$ cat src/rtl/mon_pkg.sv
// mon_pkg: types and helpers shared by the commit monitor, its watchdog and
// the testbench.
//   mon_state_t  - monitor FSM encoding (RUN / HALTED / ERROR)
//   commit_pkt_t - one retired instruction as seen at writeback
//   commit_check - returns 1 when a retire violates an architectural rule
package mon_pkg;

  typedef enum logic [1:0] {
    ST_RUN    = 2'd0,
    ST_HALTED = 2'd1,
    ST_ERROR  = 2'd2
  } mon_state_t;

  typedef struct packed {
    logic [31:0] inst;
    logic [4:0]  rs1_addr;
    logic [4:0]  rs2_addr;
    logic [31:0] rs1_rdata;
    logic [31:0] rs2_rdata;
    logic [4:0]  rd_addr;
    logic [31:0] rd_wdata;
    logic [31:0] pc_rdata;
    logic [31:0] pc_wdata;
    logic [31:0] mem_addr;
    logic [3:0]  mem_rmask;
    logic [3:0]  mem_wmask;
    logic [31:0] mem_rdata;
    logic [31:0] mem_wdata;
  } commit_pkt_t;

  // A retire is illegal if it writes a nonzero value to x0, performs a read
  // and a write in the same instruction, or uses a misaligned pc.
  function automatic logic commit_check(input commit_pkt_t p);
    logic bad_x0;
    logic bad_mem;
    logic bad_pc;
    bad_x0  = (p.rd_addr == 5'd0) && (p.rd_wdata != 32'd0);
    bad_mem = (p.mem_rmask != 4'd0) && (p.mem_wmask != 4'd0);
    bad_pc  = (p.pc_rdata[1:0] != 2'b00) || (p.pc_wdata[1:0] != 2'b00);
    return bad_x0 || bad_mem || bad_pc;
  endfunction

endpackage

$ cat src/rtl/mon_watchdog.sv
// mon_watchdog: counts consecutive enabled cycles without a kick.
//   clk, rst  - clock, synchronous active-high reset
//   kick      - clears the idle count (an instruction retired)
//   enable    - count only while set; the count holds otherwise
//   expired   - high in the cycle whose edge brings the count to TIMEOUT,
//               so the owner can register the error on that same edge
// TIMEOUT == 0 disables expiry entirely.
module mon_watchdog #(
  parameter logic [31:0] TIMEOUT = 32'd10000
) (
  input  logic clk,
  input  logic rst,
  input  logic kick,
  input  logic enable,
  output logic expired
);

  logic [31:0] count;
  logic [31:0] count_inc;

  assign count_inc = count + 32'd1;

  always_ff @(posedge clk) begin
    if (rst) begin
      count <= '0;
    end else if (kick) begin
      count <= '0;
    end else if (enable) begin
      count <= count_inc;
    end
  end

  // Compare against the incremented value: after TIMEOUT idle cycles the
  // owner's state has already moved, i.e. error is visible right after them.
  assign expired = (TIMEOUT != 32'd0) && enable && !kick && (count_inc == TIMEOUT);

endmodule

$ cat src/rtl/mon_commit.sv
// mon_commit: retirement monitor. Registers every retired instruction onto a
// monitor channel with a running retirement index, detects a self-loop halt,
// architectural violations and a retire watchdog timeout.
//   clk, rst     - clock, synchronous active-high reset
//   in_valid     - one instruction retires this cycle
//   in_pkt       - retire fields of that instruction
//   mon_valid    - monitor channel valid (one cycle per accepted retire)
//   mon_order    - retirement index of the presented instruction
//   mon_pkt      - registered copy of the accepted in_pkt
//   halt, error  - sticky status, cleared only by rst
//   state        - debug view of the FSM (mon_state_t encoding)
//
// Channel semantics: valid-only, no ready. A retire is accepted whenever
// in_valid=1 while the FSM is in RUN; it appears on mon_* exactly one cycle
// later. mon_pkt and mon_order hold their last values while mon_valid=0.
module mon_commit
  import mon_pkg::*;
#(
  parameter logic [31:0] TIMEOUT = 32'd10000
) (
  input  logic        clk,
  input  logic        rst,
  input  logic        in_valid,
  input  commit_pkt_t in_pkt,
  output logic        mon_valid,
  output logic [63:0] mon_order,
  output commit_pkt_t mon_pkt,
  output logic        halt,
  output logic        error,
  output logic [1:0]  state
);

  mon_state_t  state_q;
  mon_state_t  state_d;
  logic        accept;
  logic        check_fail;
  logic        self_loop;
  logic        wd_expired;
  logic [63:0] order_cnt;

  assign check_fail = commit_check(in_pkt);
  assign self_loop  = (in_pkt.pc_wdata == in_pkt.pc_rdata);

  mon_watchdog #(
    .TIMEOUT (TIMEOUT)
  ) u_watchdog (
    .clk     (clk),
    .rst     (rst),
    .kick    (accept),
    .enable  (state_q == ST_RUN),
    .expired (wd_expired)
  );

  // Next state. A violation takes priority over a halt on the same retire.
  always_comb begin
    state_d = state_q;
    accept  = 1'b0;
    case (state_q)
      ST_RUN: begin
        accept = in_valid;
        if ((in_valid && check_fail) || wd_expired) begin
          state_d = ST_ERROR;
        end else if (in_valid && self_loop) begin
          state_d = ST_HALTED;
        end
      end
      ST_HALTED: state_d = ST_HALTED;
      ST_ERROR:  state_d = ST_ERROR;
      default:   state_d = ST_ERROR;
    endcase
  end

  always_ff @(posedge clk) begin
    if (rst) begin
      state_q   <= ST_RUN;
      mon_valid <= 1'b0;
      mon_order <= '0;
      mon_pkt   <= '0;
      order_cnt <= '0;
    end else begin
      state_q   <= state_d;
      mon_valid <= accept;
      if (accept) begin
        mon_pkt   <= in_pkt;
        mon_order <= order_cnt;
        order_cnt <= order_cnt + 64'd1;
      end
    end
  end

  // HALTED/ERROR are absorbing, so decoding them gives sticky flags that rise
  // in the same cycle the offending retire is presented on mon_valid.
  assign halt  = (state_q == ST_HALTED);
  assign error = (state_q == ST_ERROR);
  assign state = state_q;

endmodule

$ cat config.mk
export PLATFORM = sky130hd
export DESIGN_NAME = mon_commit
export DESIGN_NICKNAME = d
export VERILOG_FILES = /design/src/rtl/mon_pkg.sv /design/src/rtl/mon_watchdog.sv /design/src/rtl/mon_commit.sv
export SDC_FILE = /design/constraint.sdc
export NUM_CORES = 1
export LEC_CHECK = 0
export ABC_AREA = 1
export CAP_MARGIN = 20
export CORE_AREA = 2 2 272 274
export DETAILED_ROUTE_END_ITERATION = 12
export DIE_AREA = 0 0 274 276
export PLACE_DENSITY_LB_ADDON = 0.05
export SLEW_MARGIN = 20
export SYNTH_ARGS = -nofsm -noshare
export SYNTH_HDL_FRONTEND = slang
export SYNTH_SLANG_ARGS = --single-unit
$ cat constraint.sdc
create_clock -name clk -period 2 [get_ports clk]
set_input_delay 0.4 -clock clk [delete_from_list [all_inputs] [get_ports clk]]
set_output_delay 0.4 -clock clk [all_outputs]
set_load 0.02 [all_outputs]
==> impl_metrics.toml <==
[sta]
finalCritPeriodShare = 0.994
number_of_max_slew_violations_in_the_final_report = 0
clock-skew-final_ps = 21.8
rsz0062_at_grt = "yes"
slew_headroom = 0.651
timing.final.ws_setup_ps = 11.3
timing.setup.tns_ps = 0
finalSetupViolations = 0
finalHoldWorstSlack_ps = 306
hold_viol = 0
final_period_minus_worst_setup_slack_ps = 1990
transition_time_at_the_pin_with_the_least_slew_margin_ps = 519
fmax_mhz = 503

[drt]
dr.first_iter.drc_count = 1044
final_antenna_net_count = 0
detail_route.first_pass.iterations = 5
drt-wirelength-per-cell_um = 19.9
routed_wl_mm = 80.0
drt_drc_violations_left = 0
num_vias = 18006
routed_via_density = 4.48

[yosys]
yosysUniqueCellTypes = 40
synth_seq_cells = 474
muxShareOfSynthArea = 0
ys.warnings.count = 0
synth_top_family_by_area = "simple AND/OR/NAND/NOR gates"
synth_flop_cell = "dfxtp_1"
count_of_flip_flops_with_a_built_in_enable_after_synthesis = 0
synth-async-reset-ratio = 0
syn_area_per_cell_um2 = 8.49
synth_simple_gate_area_share = 0.198
syn-num-nets = 2427
synth_cells = 2110
syn_area_um2 = 17900
synth_sequential_area_ratio = 0.530
post_synth_fa_ha_maj_area_fraction = 0.00210
synthXorXnorAreaFrac = 0.0205
synth_compound_area_frac = 0.183

[setup_path]
path_class = "reg2reg"
cp-end-kind = "register"
worst_path_max_delay_cell = "dfxtp_4"
path_delay_family = "simple AND/OR/NAND/NOR gates"
cp_cell_instances = "ha_4 -> nand2_4 -> nor2_4 -> nand2_4 -> buf_6 -> nand2_4 -> nand2_2 -> nor2_2 -> nand2_1 -> nor2_1 -> nand2_1 -> nor2_2 -> nand3_2 -> nand2_1 -> nand2_1 -> nand2_1 -> nor2_2"
cp_data_arrival_time_ps = 2510
cp_common_cell = "nand2_1"
cp_num_buf_inv = 1
worstPathRequired_ps = 2520
critPathLaunchType = "register"
delay_of_the_slowest_cell_on_the_worst_path_ps = 360
timing.critical_path.fanout_max = 4

[placement]
dpl.hpwl_mm = 62.3
place_congestion = 0.889
placement.io_buffers = 693
pre_cts_setup_slack_ps = -707
placed_cell_area_um2 = 27700
placed_cells = 3901

[pwr]
share_comb_of_total_power = 0.153
vdd_ir_drop_max_uv = 623
power.total_mw = 24.5
leakage_nw = 14.2
p_int_mw = 17.8
power.share.switching = 0.270
p_seq_frac = 0.421
switching_power_mw = 6.61
p_per_area_nw_per_um2 = 819
power.share.clock = 0.426

[floorplanning]
die_width_um = 274
start_util = 0.247
fp.dieArea_um2 = 75600
boundaryPins = 694
floorplan.rows = 99
core_area_um2 = 72600
fp.dieH_um = 276

[layout]
final_area_um2 = 29900
multi_input_area_um2 = 7690
postLayoutCoreUtil = 0.411
drive_above_1_share = 0.157
regArea_um2 = 9510
design.final.nets = 3323
area_delta_synth_final_pct = 66.6
instances_no_fill = 4019
filler_cells_inserted = 7386
layout.cells.most_common = "dfxtp_1"
most-common-layout-cells = "dfxtp_1 (456), nand2_1 (445), clkdlybuf4s50_1 (340)"

[global_route]
grt_start_max_net_pins = 89
grt_pass1_wl_mm = 118
number_of_global_route_vias_before_repair = 17934
initial_antenna_violation_count = 11
globalRouteTotalUtil = 0.204
globalRoute.totalOverflow = 0

[job]
cap_violations = 0

[cts]
clock_tree.root_cell = "clkbuf_16"
clock_tree_from_tritoncts = "yes"
cts.hold.buffers_added = 0
cts_made_buffers = 57
cts.clk_slew.worst_paths_ps = 60
ctsHtreeMaxLevel = 2
clock_path_buffers = 3
clock_latency_on_the_worst_skew_pair_ps = 620
clock-sinks = 474

[status]
outcome = "complete, no violations"

[min_path]
worst_hold_path_type = "in2reg"
-- power by group through the flow --
stage / registers (mW) / logic [mW] / clock network, mW
3_3_place_gp: 10.5 / 4.00 / 0
4_1_cts: 10.3 / 3.79 / 10.8
3_5_place_dp: 10.5 / 4.02 / 0
6_report: 10.3 / 3.74 / 10.4
5_1_grt: 10.4 / 4.01 / 11.1
2_1_floorplan: 11.0 / 1.05 / 0
-- metal layers --
metal  part of all wire  up-vias  global-route usage
met5                  0        -                   0
met3              0.055       90              0.0396
met2               0.52      452               0.377
li1                   -     8917                   -
met1               0.40     8547               0.237
met4              0.019        0              0.0541
-- cells in the mapped netlist (2+ instances only) --
master / n / area [µm²]
nand2_1: 465 / 1750
and2_1: 2 / 12.5
nand3_1: 60 / 300
nand2_2: 4 / 25.0
or3_1: 2 / 12.5
nand2_4: 2 / 22.5
nor3b_1: 6 / 45.0
nor2_1: 145 / 544
buf_2: 23 / 115
nand3b_1: 5 / 37.5
nor2_4: 5 / 56.3
nor3_2: 3 / 30.0
o21ai_0: 141 / 706
nor2_2: 13 / 81.3
a22o_1: 244 / 2140
inv_2: 8 / 30.0
clkbuf_1: 72 / 270
inv_1: 200 / 751
o21ai_1: 7 / 35.0
a21oi_1: 55 / 275
xor2_1: 31 / 272
dfxtp_1: 474 / 9490
nor3_1: 50 / 250
o211ai_1: 7 / 52.6
nand4_1: 34 / 213
nor4_1: 14 / 87.6
o21a_1: 2 / 15.0
ha_1: 3 / 37.5
buf_1: 6 / 22.5
o22ai_1: 7 / 43.8
xnor2_1: 11 / 96.3
-- sequential cells by signal (all words and copies together) (netlist names) --
register	flops
mon_valid	1
order_cnt	64
u_watchdog.count	32
mon_order	64
state	2
mon_pkt	311
-- path summary, 6_finish.rpt --
| check | startpoint | slack, ps | depth (start not counted) | end |
|---|---|---|---|---|
| worst max register to register | u_watchdog.count[1] | 10 | 17 | state[0] |
| worst min register to register | mon_pkt[189] | 440 | 2 | mon_pkt[189] |
| worst min-delay path | rst | 310 | 3 | order_cnt[13] |
| worst max-delay path | u_watchdog.count[1] | 10 | 17 | state[0] |
-- kinds of logic (layout without fill, tap and decap cells) --
kind of cell	after synthesis	in the layout
other	0	8
adder cells (fa/ha/maj)	3	3
flip-flops	474	474
XOR/XNOR	42	42
buffers and inverters	309	1251
AO/OA/AOI/OAI	466	466
AND/OR/NAND/NOR	816	816
-- what timing repair did --
action                                 in CTS  in global routing
setup endpoints to repair                 308                 85
endpoints found under the hold margin       0                  0
setup buffers                               1                  4
resized for setup                         347                146
pin swaps                                  18                 31
-- area by class of cell --
cell class                      instances  area share
Inverter                              208      0.0262
Timing Repair Buffer                  938       0.293
Clock inverter                         17     0.00599
Sequential cell                       474       0.319
Antenna cell                            8    0.000671
Multi-Input combinational cell       1327       0.258
Clock buffer                           88      0.0571
Tap cell                              959      0.0402
-- tightest hold or removal path, delay by kind of cell --
family,cells,cell delay (ps)
buffers and inverters,2,380
AND/OR/NAND/NOR,1,100
No activity file was read; power rests on OpenSTA's default activity.
